**src/rtl/topdown_monitor_pkg.sv**
```systemverilog
// Shared definitions for the top-down monitor and its counter bank:
// component/counter counts, counter index map and the read FSM state type.
package topdown_monitor_pkg;

  localparam int unsigned N_TOPDOWN_COMPS = 6;
  localparam int unsigned N_TOPDOWN_CNTS  = N_TOPDOWN_COMPS + 1;

  // Counter index map, shared by incr_i bit order, rd_idx_i and overflow_o.
  localparam logic [2:0] TD_IDX_BASE       = 3'd0;
  localparam logic [2:0] TD_IDX_ICACHE     = 3'd1;
  localparam logic [2:0] TD_IDX_BPRED      = 3'd2;
  localparam logic [2:0] TD_IDX_DCACHE     = 3'd3;
  localparam logic [2:0] TD_IDX_EXECUTE    = 3'd4;
  localparam logic [2:0] TD_IDX_DEPENDENCY = 3'd5;
  localparam logic [2:0] TD_IDX_CYCLES     = 3'd6;
  localparam logic [2:0] TD_IDX_ILLEGAL    = 3'd7;

  typedef enum logic [0:0] {
    TD_RD_IDLE,
    TD_RD_RESP
  } td_rd_state_e;

endpackage

```
**src/rtl/topdown_sat_counter.sv**
```systemverilog
// One saturating event counter with synchronous clear and sticky overflow.
//   clk_i, rst_i   clock, synchronous active-high reset
//   clear_i        zero count and overflow (wins over increment)
//   en_i, incr_i   count one when both are high
//   count_o        current count
//   overflow_o     set when an increment is suppressed at saturation
module topdown_sat_counter #(
  parameter int unsigned Width   = 48,
  // Saturation point is 2**SatBits-1; a smaller value gives a bound-reduced build.
  parameter int unsigned SatBits = Width
) (
  input  logic             clk_i,
  input  logic             rst_i,
  input  logic             clear_i,
  input  logic             en_i,
  input  logic             incr_i,
  output logic [Width-1:0] count_o,
  output logic             overflow_o
);

  localparam logic [Width-1:0] MaxVal = {Width{1'b1}} >> (Width - SatBits);

  logic [Width-1:0] count_q, count_d;
  logic             ovf_q, ovf_d;

  always_comb begin
    count_d = count_q;
    ovf_d   = ovf_q;
    if (clear_i) begin
      count_d = '0;
      ovf_d   = 1'b0;
    end else if (en_i && incr_i) begin
      if (count_q == MaxVal) begin
        ovf_d = 1'b1;
      end else begin
        count_d = count_q + Width'(1);
      end
    end
  end

  always_ff @(posedge clk_i) begin
    if (rst_i) begin
      count_q <= '0;
      ovf_q   <= 1'b0;
    end else begin
      count_q <= count_d;
      ovf_q   <= ovf_d;
    end
  end

  assign count_o    = count_q;
  assign overflow_o = ovf_q;

endmodule

```
**src/rtl/topdown_counter_bank.sv**
```systemverilog
// Top-down counter bank: six component counters plus an enabled-cycle counter,
// an atomic snapshot of all seven, and a request/valid read port on the snapshot.
//   clk_i, rst_i        clock, synchronous active-high reset
//   incr_i              per-component increment pulses
//   count_en_i          global count enable
//   clear_i             zero live counters and overflow flags
//   snapshot_i          copy live counters (pre-edge values) into snapshots
//   rd_req_i/idx/hi     read request, counter index, upper-word select
//   rd_ready_o          read port idle
//   rd_valid_o          one-cycle response strobe
//   rd_data_o/rd_err_o  response word / illegal-index flag, held until next request
//   overflow_o          sticky saturation flags
module topdown_counter_bank
  import topdown_monitor_pkg::*;
#(
  parameter int unsigned CounterWidth = 48,
  parameter int unsigned ReadWidth    = 32,
  parameter int unsigned SatBits      = CounterWidth
) (
  input  logic                      clk_i,
  input  logic                      rst_i,
  input  logic [N_TOPDOWN_COMPS-1:0] incr_i,
  input  logic                      count_en_i,
  input  logic                      clear_i,
  input  logic                      snapshot_i,
  input  logic                      rd_req_i,
  input  logic [2:0]                rd_idx_i,
  input  logic                      rd_hi_i,
  output logic                      rd_ready_o,
  output logic                      rd_valid_o,
  output logic [ReadWidth-1:0]      rd_data_o,
  output logic                      rd_err_o,
  output logic [N_TOPDOWN_CNTS-1:0] overflow_o
);

  logic [CounterWidth-1:0]   live   [N_TOPDOWN_CNTS];
  logic [CounterWidth-1:0]   snap_q [N_TOPDOWN_CNTS];
  logic [N_TOPDOWN_CNTS-1:0] cnt_incr;

  // The cycle counter sees a constant increment; count_en_i gates it.
  assign cnt_incr = {1'b1, incr_i};

  for (genvar k = 0; k < N_TOPDOWN_CNTS; k++) begin : g_cnt
    topdown_sat_counter #(
      .Width   (CounterWidth),
      .SatBits (SatBits)
    ) u_cnt (
      .clk_i      (clk_i),
      .rst_i      (rst_i),
      .clear_i    (clear_i),
      .en_i       (count_en_i),
      .incr_i     (cnt_incr[k]),
      .count_o    (live[k]),
      .overflow_o (overflow_o[k])
    );
  end

  // Samples pre-edge live values, so snapshot+clear is a read-and-reset.
  always_ff @(posedge clk_i) begin
    if (rst_i) begin
      for (int k = 0; k < N_TOPDOWN_CNTS; k++) snap_q[k] <= '0;
    end else if (snapshot_i) begin
      for (int k = 0; k < N_TOPDOWN_CNTS; k++) snap_q[k] <= live[k];
    end
  end

  logic [CounterWidth-1:0] sel_cnt;
  logic [ReadWidth-1:0]    sel_word;
  logic                    sel_err;

  always_comb begin
    sel_cnt  = '0;
    sel_word = '0;
    sel_err  = 1'b0;
    if (rd_idx_i == TD_IDX_ILLEGAL) begin
      sel_err = 1'b1;
    end else begin
      sel_cnt = snap_q[rd_idx_i];
      if (rd_hi_i) sel_word = ReadWidth'(sel_cnt[CounterWidth-1:32]);
      else         sel_word = ReadWidth'(sel_cnt[31:0]);
    end
  end

  td_rd_state_e         state_q;
  logic [ReadWidth-1:0] rd_data_q;
  logic                 rd_err_q;

  always_ff @(posedge clk_i) begin
    if (rst_i) begin
      state_q   <= TD_RD_IDLE;
      rd_data_q <= '0;
      rd_err_q  <= 1'b0;
    end else begin
      case (state_q)
        TD_RD_IDLE: begin
          if (rd_req_i) begin
            rd_data_q <= sel_word;
            rd_err_q  <= sel_err;
            state_q   <= TD_RD_RESP;
          end
        end
        // Requests arriving here are dropped.
        TD_RD_RESP: state_q <= TD_RD_IDLE;
        default:    state_q <= TD_RD_IDLE;
      endcase
    end
  end

  assign rd_ready_o = (state_q == TD_RD_IDLE);
  assign rd_valid_o = (state_q == TD_RD_RESP);
  assign rd_data_o  = rd_data_q;
  assign rd_err_o   = rd_err_q;

endmodule
```
**config.mk**
```make
export PLATFORM = sky130hd
export DESIGN_NAME = topdown_counter_bank
export DESIGN_NICKNAME = d
export VERILOG_FILES = /design/src/rtl/topdown_monitor_pkg.sv /design/src/rtl/topdown_sat_counter.sv /design/src/rtl/topdown_counter_bank.sv
export SDC_FILE = /design/constraint.sdc
export NUM_CORES = 1
export LEC_CHECK = 0
export CAP_MARGIN = 5
export CORE_MARGIN = 5
export CORE_UTILIZATION = 35
export DETAILED_ROUTE_END_ITERATION = 10
export PLACE_DENSITY = 0.55
export SETUP_SLACK_MARGIN = 0.2
export SYNTH_ARGS = -nofsm -noshare
export SYNTH_HDL_FRONTEND = slang
export SYNTH_SLANG_ARGS = --single-unit
```
**constraint.sdc**
```tcl
create_clock -name clk_i -period 7.2 [get_ports clk_i]
set_input_delay 0.72 -clock clk_i [delete_from_list [all_inputs] [get_ports clk_i]]
set_output_delay 0.72 -clock clk_i [all_outputs]
set_load 0.005 [all_outputs]
```
==> flow_metrics.py <==
metrics = {
    "run_status": {
        "status": "complete, no violations",
    },
    "timing": {
        "finalSetupViolCount": 0,
        "fin_crit_sh": 0.444,
        "setup-tns-final_ns": 0,
        "tightest_slew_ns": 1.29,
        "hold-worst-slack_ns": 0.445,
        "timing.fmax_mhz": 313,
        "period_minus_slack_ns": 3.20,
        "rsz0062_at_grt": "false",
        "slew_viol_final": 0,
        "hold_viol_final": 0,
        "maxSlewHeadroom": 0.129,
        "worst_slack_ns": 4.00,
        "skew_ns": 0.0209,
    },
    "worst_setup_path": {
        "crit_path_end_kind": "flip-flop",
        "critPathKind": "reg2reg",
        "start_kind": "flip-flop",
        "cp_slowest_cell": "o21bai_1",
        "arrival_ns": 3.67,
        "startpoint": "g_cnt[5].u_cnt.count_o[38]",
        "r2r_cells": 6,
        "cp_top_family": "simple AND/OR/NAND/NOR gates",
        "worst-path-stages": 6,
        "critPathRequiredTime_ns": 7.68,
        "cp_num_buf_inv": 0,
        "crit_chain": "and2_1 > nand4_1 > or4_1 > o21bai_1 > or3_1 > a21oi_1",
        "slowest_delay_ns": 0.86,
        "r2r_start": "g_cnt[5].u_cnt.count_o[38]",
        "critPathMaxFanout": 12,
    },
    "clock_network": {
        "ctsHtreeMaxLevel": 3,
        "cts_buffers": 78,
        "cts_hold_buffers": 0,
        "cts_root_buffer": "clkbuf_16",
        "path_clk_slew_ns": 0.06,
        "post_cts_buffers": 0,
        "cts_resized": 0,
        "tritoncts": "built",
        "clock_path_buffers": 3,
        "clock_sinks": 713,
        "clock_latency_ns": 0.63,
    },
    "synthesis": {
        "synth_ff_type": "dfxtp_1",
        "synth_top_area_share": 0.302,
        "synth_mux_area_frac": 0.0650,
        "syn-instance-count": 3251,
        "yosysTopAreaCell": "edfxtp_1",
        "ys_seq_area_frac": 0.527,
        "ys_ff_latch": 713,
        "synth-compound-area-share": 0.0616,
        "avgSynthCellArea_sq_um": 10.3,
        "synth_cell_types": 67,
        "synthesis.nets": 3274,
        "synthTopCellsByArea": "edfxtp_1, dfxtp_1, and2_1",
        "synthAdderAreaFrac": 0.00262,
        "syn_area_sq_um": 33400,
        "ys_warn_count": 0,
        "synth_top_family_by_area": "simple AND/OR/NAND/NOR gates",
        "synth_xor_area_frac": 0.0566,
        "synth_edf_count": 336,
        "synth-simple-area-share": 0.261,
        "synthArstFlopShare": 0,
    },
    "placed_design": {
        "dpl-instance-area_sq_um": 35100,
        "post-place-ws_ns": 3.52,
        "place_congestion": 0.861,
        "port_buffers": 57,
        "dp_hpwl_um": 67900,
        "placed_cells": 4418,
    },
    "min_path": {
        "hp-start": "g_cnt[1].u_cnt.overflow_o",
        "hp-class": "reg2reg",
        "holdPathStages": 2,
    },
    "job": {
        "max-cap-violations": 0,
    },
    "power": {
        "leakage_nw": 12.6,
        "power_mw": 8.89,
        "peakVddDrop_mv": 0.139,
        "powerDensity_nw_per_um2": 236,
    },
    "global_routing": {
        "grt_pass1_wl_um": 147000,
        "grt_max_degree": 116,
        "grt_pass1_vias": 22596,
        "antenna_found_initial": 11,
        "track_usage": 0.185,
        "overflow": 0,
    },
    "drt": {
        "drc": 0,
        "detail_route.wl_per_cell_um": 21.3,
        "ant_nets": 0,
        "drt_iter0_drc": 2700,
        "totalWireLength_um": 97300,
        "vias": 24503,
        "via_per_inst": 5.37,
        "dr.pass1.iters": 6,
    },
    "finish": {
        "drive_above_1_share": 0.0788,
        "syn2layout_area_growth_pct": 12.8,
        "final_util": 0.398,
        "layout.nets": 3256,
        "final_common_cell": "dfxtp_1",
        "fin_cells": 4565,
        "final_cell_mix": "dfxtp_1, nor2_1, edfxtp_1",
        "design_area_sq_um": 37700,
    },
    "floorplanning": {
        "die_w_um": 319,
        "pin_count": 58,
        "fp-row-count": 113,
        "initial_core_util": 0.352,
        "dieHeight_um": 319,
        "die_area_sq_um": 102000,
        "core_sq_um": 94900,
    },
}
## final cells by class
cell class / count / area, sq um
fillers: 9138 / 57200
flip-flops and latches: 713 / 17600
multi-input cells: 2326 / 15000
clock buffers: 105 / 2190
well taps: 1265 / 1580
repair buffers: 84 / 815
clock inverters: 41 / 415
inverters: 30 / 113
diodes: 1 / 2.50
## path summary, 6_finish.rpt
| check | endpoint | slack, ns |
|---|---|---|
| setup / recovery | g_cnt[5].u_cnt.count_o[14] | 4.00 |
| hold / removal | g_cnt[1].u_cnt.overflow_o | 0.44 |
| setup reg to reg | g_cnt[5].u_cnt.count_o[14] | 4.00 |
| hold reg to reg | g_cnt[1].u_cnt.overflow_o | 0.44 |
## synth_stat cells (42+ instances only)
| master | count |
|---|---|
| or4_1 | 42 |
| xor2_1 | 102 |
| a21oi_1 | 105 |
| mux4_2 | 48 |
| nand2_1 | 223 |
| clkbuf_1 | 144 |
| nor2_1 | 348 |
| nand4_1 | 128 |
| o21ai_0 | 114 |
| mux2i_1 | 91 |
| and4_1 | 46 |
| or3_1 | 62 |
| and2_1 | 316 |
| xnor2_1 | 114 |
| nand3_1 | 147 |
| nor3_1 | 98 |
| edfxtp_1 | 336 |
| dfxtp_1 | 377 |
| nor2b_1 | 51 |
| and3_1 | 48 |
| nor4_1 | 45 |
## worst register-to-register path, cell delays in order, from the launching register on
cell and delay (ns):
dfxtp_1 0.54, and2_1 0.23, nand4_1 0.40, or4_1 0.74, o21bai_1 0.86, or3_1 0.21
a21oi_1 0.06
## cells by family after synthesis
family / count (synthesis)
adders and majority gates: 7
DFF: 713
and+or+nand+nor: 1608
xor gates and xnor gates: 216
AOI/OAI and AO/OA: 340
muxes: 155
buffers and inverters: 212
## per-layer routing
layer | global-route usage | part of all wire
met5 | 0 | 0
met4 | 0.0515 | 0.025
met3 | 0.0434 | 0.080
met2 | 0.269 | 0.42
met1 | 0.276 | 0.47
## power breakdown
group          switching, mW  internal (mW)
Clock                   1.69           2.43
Combinational          0.266          0.121
Sequential            0.0538           4.34
## sequential cells by signal (all words and copies together) (netlist names)
name,flops
rd_data_o,32
rd_valid_o,1
rd_err_o,1
g_cnt.u_cnt.overflow_o,7
snap_q,336
g_cnt.u_cnt.count_o,336
(Power assumes the default switching activity.)
